### src/rtl/net_pkg.sv
// net_pkg: constants, state type and CRC helpers shared by the MII receive
// decoder and the encoder path.
//   PREAMBLE_NIB / SFD_NIB : nibble values on the MII bus before frame data
//   CRC32_*                : Ethernet FCS polynomial, preset and residue
//   rx_state_t             : receive decoder states
//   bit_reverse32          : 32-bit bit-order reversal
//   crc32_refl_byte        : one byte step of the reflected CRC-32
package net_pkg;

    localparam logic [3:0]  PREAMBLE_NIB  = 4'h5;
    localparam logic [3:0]  SFD_NIB       = 4'hD;
    localparam logic [31:0] CRC32_POLY    = 32'h04C11DB7;
    localparam logic [31:0] CRC32_INIT    = 32'hFFFFFFFF;
    // Residue in the non-reflected bit order; a reflected register holds
    // the bit-reversed value after running over data plus a good FCS.
    localparam logic [31:0] CRC32_RESIDUE = 32'hC704DD7B;

    typedef enum logic [2:0] {
        IDLE,
        PREAMBLE,
        DATA_LO,
        DATA_HI,
        DROP
    } rx_state_t;

    function automatic logic [31:0] bit_reverse32(input logic [31:0] v);
        logic [31:0] r;
        r = '0;
        for (int i = 0; i < 32; i++) begin
            r[i] = v[31-i];
        end
        return r;
    endfunction

    localparam logic [31:0] CRC32_POLY_REFL = bit_reverse32(CRC32_POLY);

    // LSB-first byte update, matching the on-wire bit order of Ethernet.
    function automatic logic [31:0] crc32_refl_byte(input logic [31:0] crc_in,
                                                    input logic [7:0]  data);
        logic [31:0] c;
        c = crc_in ^ {24'h0, data};
        for (int i = 0; i < 8; i++) begin
            c = c[0] ? ((c >> 1) ^ CRC32_POLY_REFL) : (c >> 1);
        end
        return c;
    endfunction

endpackage

### src/rtl/net_crc32.sv
// net_crc32: byte-wide reflected CRC-32 accumulator, preset to all-ones.
// No final inversion is applied; callers either invert for an FCS or compare
// the register against the residue.
//   i_clk   : system clock
//   i_reset : synchronous active-high reset, presets the register
//   init    : reload the preset (takes priority over en)
//   en      : fold data into the register
//   data    : byte to fold in
//   crc     : current register value
module net_crc32
    import net_pkg::*;
(
    input  logic        i_clk,
    input  logic        i_reset,
    input  logic        init,
    input  logic        en,
    input  logic [7:0]  data,
    output logic [31:0] crc
);

    always_ff @(posedge i_clk) begin
        if (i_reset || init) begin
            crc <= CRC32_INIT;
        end else if (en) begin
            crc <= crc32_refl_byte(crc, data);
        end
    end

endmodule

### src/rtl/mii_phy_decoder.sv
// mii_phy_decoder: oversampled MII receive decoder. The PHY receive signals
// (including enet_rx_clk) are synchronised into i_clk and treated as data;
// each rising edge of the synchronised enet_rx_clk is one nibble event.
// Preamble and SFD are stripped and nibbles are paired low-first into bytes.
// A one-byte hold register delays output so the final byte can carry rx_last.
//
// Optional feature: define MII_RX_CRC_CHECK_EN to add FCS checking and the
// rx_crc_ok port. Without it, rx_err covers only rx_er and odd nibble counts.
//
// Parameters:
//   SYNC_STAGES : synchroniser depth for all enet_rx_* inputs (2 or more)
// Ports:
//   i_clk       : system clock, at least 4x enet_rx_clk
//   i_reset     : synchronous active-high reset
//   enet_rx_clk : PHY receive clock, sampled as data
//   enet_rx_dv  : PHY receive data valid
//   enet_rx_er  : PHY receive error
//   enet_rxd    : PHY receive nibble
//   rx_valid    : one-cycle strobe qualifying rx_data/rx_last/rx_err
//   rx_data     : frame byte, holds its value between strobes
//   rx_last     : final byte of the frame
//   rx_err      : frame error, only alongside rx_last
//   rx_crc_ok   : FCS residue correct, only alongside rx_last (CRC builds)
//
// state    | meaning
// ---------+-----------------------------------------------------------
// IDLE     | waiting for dv with a preamble nibble
// PREAMBLE | inside preamble, waiting for SFD
// DATA_LO  | next nibble is the low half of a byte
// DATA_HI  | next nibble completes a byte
// DROP     | malformed start, discard until dv falls
module mii_phy_decoder
    import net_pkg::*;
#(
    parameter int SYNC_STAGES = 2
) (
    input  logic       i_clk,
    input  logic       i_reset,
    input  logic       enet_rx_clk,
    input  logic       enet_rx_dv,
    input  logic       enet_rx_er,
    input  logic [3:0] enet_rxd,
    output logic       rx_valid,
    output logic [7:0] rx_data,
    output logic       rx_last,
    output logic       rx_err
`ifdef MII_RX_CRC_CHECK_EN
    ,
    output logic       rx_crc_ok
`endif
);

    // All seven inputs travel through the same chain so clock and data
    // arrive in the same i_clk cycle.
    logic [SYNC_STAGES-1:0][6:0] sync_q;
    logic [6:0]                  s_bus;
    logic                        s_clk, s_dv, s_er;
    logic [3:0]                  s_rxd;
    logic                        clk_d;
    logic                        nib_evt;

    always_ff @(posedge i_clk) begin
        if (i_reset) begin
            sync_q <= '0;
            clk_d  <= 1'b0;
        end else begin
            sync_q[0] <= {enet_rx_clk, enet_rx_dv, enet_rx_er, enet_rxd};
            for (int i = 1; i < SYNC_STAGES; i++) begin
                sync_q[i] <= sync_q[i-1];
            end
            clk_d <= s_clk;
        end
    end

    assign s_bus   = sync_q[SYNC_STAGES-1];
    assign s_clk   = s_bus[6];
    assign s_dv    = s_bus[5];
    assign s_er    = s_bus[4];
    assign s_rxd   = s_bus[3:0];
    assign nib_evt = s_clk & ~clk_d;

    rx_state_t  state, state_n;
    logic [3:0] low_q, low_n;
    logic [7:0] hold_q, hold_n;
    logic       full_q, full_n;
    logic       err_q, err_n;
    logic       emit, emit_last, emit_err;

`ifdef MII_RX_CRC_CHECK_EN
    logic        crc_init, crc_en;
    logic [7:0]  crc_byte;
    logic [31:0] crc_val;
    logic        crc_res_ok;

    assign crc_byte   = {s_rxd, low_q};
    assign crc_res_ok = (bit_reverse32(crc_val) == CRC32_RESIDUE);

    net_crc32 u_crc (
        .i_clk   (i_clk),
        .i_reset (i_reset),
        .init    (crc_init),
        .en      (crc_en),
        .data    (crc_byte),
        .crc     (crc_val)
    );
`endif

    always_ff @(posedge i_clk) begin
        if (i_reset) begin
            state  <= IDLE;
            low_q  <= '0;
            hold_q <= '0;
            full_q <= 1'b0;
            err_q  <= 1'b0;
        end else begin
            state  <= state_n;
            low_q  <= low_n;
            hold_q <= hold_n;
            full_q <= full_n;
            err_q  <= err_n;
        end
    end

    always_comb begin
        state_n   = state;
        low_n     = low_q;
        hold_n    = hold_q;
        full_n    = full_q;
        err_n     = err_q;
        emit      = 1'b0;
        emit_last = 1'b0;
        emit_err  = 1'b0;
`ifdef MII_RX_CRC_CHECK_EN
        crc_init  = 1'b0;
        crc_en    = 1'b0;
`endif
        if (nib_evt) begin
            case (state)
                IDLE: begin
                    if (s_dv) begin
                        state_n = (s_rxd == PREAMBLE_NIB) ? PREAMBLE : DROP;
                    end
                end
                PREAMBLE: begin
                    if (!s_dv) begin
                        state_n = IDLE;
                    end else if (s_rxd == SFD_NIB) begin
                        state_n = DATA_LO;
                        full_n  = 1'b0;
                        err_n   = 1'b0;
`ifdef MII_RX_CRC_CHECK_EN
                        crc_init = 1'b1;
`endif
                    end else if (s_rxd != PREAMBLE_NIB) begin
                        state_n = DROP;
                    end
                end
                DATA_LO: begin
                    if (s_dv) begin
                        low_n   = s_rxd;
                        err_n   = err_q | s_er;
                        state_n = DATA_HI;
                    end else begin
                        // Frame ended on a byte boundary; an empty hold
                        // register means SFD-only, nothing to report.
                        emit      = full_q;
                        emit_last = 1'b1;
`ifdef MII_RX_CRC_CHECK_EN
                        emit_err  = err_q | ~crc_res_ok;
`else
                        emit_err  = err_q;
`endif
                        full_n    = 1'b0;
                        err_n     = 1'b0;
                        state_n   = IDLE;
                    end
                end
                DATA_HI: begin
                    if (s_dv) begin
                        emit      = full_q;
                        hold_n    = {s_rxd, low_q};
                        full_n    = 1'b1;
                        err_n     = err_q | s_er;
                        state_n   = DATA_LO;
`ifdef MII_RX_CRC_CHECK_EN
                        crc_en    = 1'b1;
`endif
                    end else begin
                        // Odd nibble count: partial byte is dropped.
                        emit      = full_q;
                        emit_last = 1'b1;
                        emit_err  = 1'b1;
                        full_n    = 1'b0;
                        err_n     = 1'b0;
                        state_n   = IDLE;
                    end
                end
                DROP: begin
                    if (!s_dv) begin
                        state_n = IDLE;
                    end
                end
                default: begin
                    state_n = IDLE;
                    full_n  = 1'b0;
                    err_n   = 1'b0;
                end
            endcase
        end
    end

    // The byte leaving is always the held one, before hold_q is overwritten.
    always_ff @(posedge i_clk) begin
        if (i_reset) begin
            rx_valid  <= 1'b0;
            rx_data   <= '0;
            rx_last   <= 1'b0;
            rx_err    <= 1'b0;
`ifdef MII_RX_CRC_CHECK_EN
            rx_crc_ok <= 1'b0;
`endif
        end else begin
            rx_valid  <= emit;
            rx_last   <= emit & emit_last;
            rx_err    <= emit & emit_last & emit_err;
            if (emit) begin
                rx_data <= hold_q;
            end
`ifdef MII_RX_CRC_CHECK_EN
            rx_crc_ok <= emit & emit_last & crc_res_ok;
`endif
        end
    end

endmodule
### config.mk
export PLATFORM = sky130hd
export DESIGN_NAME = mii_phy_decoder
export DESIGN_NICKNAME = d
export VERILOG_FILES = /design/src/rtl/net_pkg.sv /design/src/rtl/net_crc32.sv /design/src/rtl/mii_phy_decoder.sv
export SDC_FILE = /design/constraint.sdc
export NUM_CORES = 1
export LEC_CHECK = 0
export BUFFER_PORTS_ARGS = -buffer_cell sky130_fd_sc_hd__clkbuf_2
export CAP_MARGIN = 0
export CORE_MARGIN = 10
export CORE_UTILIZATION = 53
export CTS_BUF_LIST = sky130_fd_sc_hd__clkbuf_4
export DETAILED_ROUTE_END_ITERATION = 12
export GPL_TIMING_DRIVEN = 0
export PLACE_DENSITY = 0.8
export SLEW_MARGIN = 20
export SYNTH_ARGS = -nofsm -noshare
export SYNTH_HDL_FRONTEND = slang
export SYNTH_SLANG_ARGS = --single-unit
### constraint.sdc
create_clock -name i_clk -period 1.3 [get_ports i_clk]
set_input_delay 0.13 -clock i_clk [delete_from_list [all_inputs] [get_ports i_clk]]
set_output_delay 0.13 -clock i_clk [all_outputs]
set_load 0.01 [all_outputs]
==> results.txt <==
The count of buffers added on input and output ports is 18. The area of the mapped netlist was 0.001573 mm^2. Derived from the worst setup path, the maximum achievable clock frequency is 718.2 MHz. The worst path in the final design needs a cycle of 1.392 ns, including I/O delays and setup. Walking the worst path, the cells encountered are buf_6 > buf_6 > xor2_2 > o31ai_2 > or4_1 > a21oi_1. The DRC violations left came out at 0. Synthesis handed over a netlist of 148 instances.

Register clock-pin slew on the reported worst setup and hold paths: 0.12 ns. The classification of the worst-slack hold path is input port to flop. The buffer type at the clock tree root was clkbuf_4. After legalization and detailed placement, the total HPWL measured 2.095 mm. The first global-routing pass estimated 5.823 mm of wire. The Yosys step of the flow raised 0 warnings. Setup slack on the worst reg-to-reg path comes out at -0.09 ns.

Count of final max-slew check failures: 0. When the netlist entered floorplanning its net count stood at 157. Average instance area after synthesis: 10.63 um^2. The total area inside the core boundary comes to 0.002805 mm^2. In the synthesized netlist the dominant register cell turns out to be dfxtp_1. The synthesized netlist contains 33 unique library cells. Number of buffers created by CTS: 5.

The run gives 0.590 as the part of the power in registers. The worst stage delay on the critical path came out at 0.40 ns. The checks that failed: setup timing.

The multi-input gate area in the final layout is 716.9 um^2, and the number of standard cells in the final layout excluding fillers is 222. In this run the core area contains 19 standard-cell rows. The die covers 0.005547 mm^2.

Summing all flip-flop and latch instances after layout gives 878.3 um^2. The net total in the final layout was 200; the measured slew at the worst slew-check pin was 0.4768 ns. The number of hold-slack violations in the final timing report is 0. Grouping stages by cell kind, the critical path spends the most delay in simple AND/OR/NAND/NOR gates.

The tools report the part of the total power dissipated in the clock network as 0.361. At the worst endpoint, the required time is 1.59 ns. The overall fraction of global-route tracks in use was 0.1411; the switching power share of the total was 0.2072. For the worst max-slew margin expressed relative to the limit, the log shows 0.6821.

The sort of element at the end of the critical path is a flop. The via count of the first global-routing pass was 1270. The logs give 0.9201 nW for the leakage dissipation and 0.01064 ns for the maximum clock skew at final layout. The total global routing overflow came out at 0. The final layout contains routed wiring with a total length of 3.577 mm. The fraction of power consumed by combinational cells came out at 0.048.

The die extent in x works out to 74.48 um. The tools report the met3 track demand over resource as 0.06516. The slowest stage of the critical path is the or4_1 cell. The number of placed instances, taps included, is 197.

Entering global routing, the biggest net connects 13 pins. The run gives 0.1453 as the met1 usage in global routing. The final routed wire length divided by cell count is 16.11 um, and the count of boundary I/O pins is 20.

Across the VDD grid, the largest voltage drop is 0.9328 mV. The tree built by TritonCTS fans out to 43 sinks. The internal portion of the total power is 1.810 mW.

Across the run, the number of max-cap violations was 0. For the setup slack of the critical path after layout, the log shows -0.09245 ns. In this run the critical register-to-register path is launched from s_bus[5]. TritonCTS built the clock tree. Sequential cell area fraction in the yosys report: 0.5473. The area growth from synthesis to layout is 31.34%. The run gives 1201 as the total vias in the final route. In the layout the commonest cells are dfxtp_1 (35), nor2_1 (22), mux2i_1 (18), clkbuf_2 (18), nor2b_1 (15). CTS built an H-tree with a depth of 2. The tools report the sum of negative setup slack as -0.2566 ns. Initial DRC count: 103. STA puts the critical path data arrival time at 1.68 ns. The async set or reset register ratio after synthesis came out at 0.

The worst hold path endpoint was clk_d. The most critical setup path has its startpoint at s_bus[5]. Leaving out fill and tap cells, the most frequent cell in the layout is dfxtp_1. Measured along the y axis, the die boundary spans 74.48 um. The run finished, with violations left. The layer carrying the most global-route usage was met2. Setup repair after global routing could not meet its margin everywhere.

The initial antenna violation count is 0, and the weighted congestion reported at the end of routability-driven placement is 0.8261. For the initial cell density of the core, the log shows 0.5607. The final period utilization came out at 1.071. The worst hold path passes through 2 cells. The number of flops mapped to enable cells by yosys is 0, and the fraction of final layout cells sized beyond drive strength 1 is 0.3246.

The depth of the worst register-to-register path was 6. In this run, synthesis produced a sequential element count of 43. In this run the deepest clock path goes through 2 buffers.

Mean number of vias per cell: 5.410. The switching power total was 0.4733 mW; the critical-path maximum fanout was 7. The worst setup path is launched from a flop. The global-route track usage on met2 came out at 0.2334.

Setup violations remaining at the end of the flow were counted as 11. The tools report the fill cell total of the finished layout as 198. The tools report the worst min-delay path startpoint as i_reset. Dividing total power by cell area gives a power density of 1106 mW/mm^2.

The clock reaches the later pin of the worst-skew pair after 0.35 ns. The cell that appears most often on the critical path is buf_6. The worst setup path is of the flop to flop kind. The logs give 4 for the number of detailed-route iterations in the first pass and 0.7364 for the utilization after layout. The worst register-to-register path ends at state[2]. The number of buffers and inverters on the critical path is 2.

For the final antenna-violating net count, the log shows 0. The number of antenna diodes in the final layout is 0.
==> registers in the layout (all words and copies together) (netlist names) <==
name      count
clk_d         1
err_q         1
full_q        1
hold_q        8
low_q         4
rx_data       8
rx_err        1
rx_last       1
rx_valid      1
s_bus         7
state         3
sync_q        7
==> power groups by stage <==
stage          clock [mW]  combinational (mW)  sequential (mW)
2_1_floorplan           0              0.0492             1.38
3_3_place_gp            0              0.0675             1.38
3_5_place_dp            0              0.0705             1.38
4_1_cts             0.838               0.101             1.35
5_1_grt             0.902               0.120             1.35
6_report            0.825               0.110             1.35
==> per-layer routing <==
metal / share of wire / vias up
met5: 0 / -
met4: 0.015 / 0
met2: 0.52 / 33
li1: - / 590
met1: 0.40 / 574
met3: 0.064 / 4
==> repair_timing <==
action / CTS / global route
hold buffers: 7 / 0
gates cloned: 1 / 0
pin swaps: 3 / 7
resized for setup: 16 / 13
buffers inserted: 9 / 4
endpoints found under the hold margin: 7 / 0
endpoints found under the setup margin: 23 / 24
==> kinds of logic after synthesis <==
family | count (synthesis) | synth area share
simple gates | 55 | 0.2053
buf+inv | 13 | 0.04216
flops | 43 | 0.5473
compound gates | 16 | 0.07240
xor+xnor | 1 | 0.005570
mux | 20 | 0.1273
==> Yosys cell counts, types with 2 or more instances <==
cell type,n,area share
nor3_1,2,0.0064
nor2b_1,16,0.064
nand3b_1,2,0.0095
dfxtp_1,43,0.55
nand4b_1,3,0.017
a31oi_1,2,0.0080
a21oi_1,3,0.0095
clkbuf_1,5,0.012
mux2i_1,20,0.13
buf_4,4,0.019
a211oi_1,3,0.014
nor2_1,22,0.053
buf_2,2,0.0064
nand2b_1,2,0.0080
==> per-stage QoR <==
stage	hold WS (ns)	worst slack (ns)	area [um^2]	total power, mW
after floorplan	0.2582	-0.01627	1590	1.426
after global placement	0.3374	-0.1558	1719	1.448
after detailed placement	0.3469	-0.2189	1719	1.452
after CTS	0.09895	-0.1116	2008	2.289
after global routing	0.1284	-0.1012	2066	2.374
final	0.1017	-0.09245	2066	2.284
==> area by class of cell <==
type,count,share of cell area
Buffer,9,0.03271
Inverter,2,0.003634
Multi-Input combinational cell,92,0.3471
Timing Repair Buffer,38,0.1363
Clock buffer,6,0.02180
Clock inverter,1,0.01454
Tap cell,31,0.01878
Sequential cell,43,0.4252
==> worst max path at each step <==
stage	to	cells after the start
after global placement	hold_q[1]	5
after floorplan	hold_q[0]	5
final	state[2]	6
after global routing	rx_data[4]	6
after detailed placement	hold_q[3]	5
after CTS	low_q[0]	6
==> worst reg2reg max path, delay by kind of cell (launching register included) <==
| family | cells | cell delay, ns |
|---|---|---|
| and+or+nand+nor | 1 | 0.40 |
| buffers and inverters | 2 | 0.22 |
| AOI/OAI and AO/OA | 2 | 0.22 |
| xor gates and xnor gates | 1 | 0.14 |
| DFF | 1 | 0.34 |
Power figures use the tool's default switching activity.
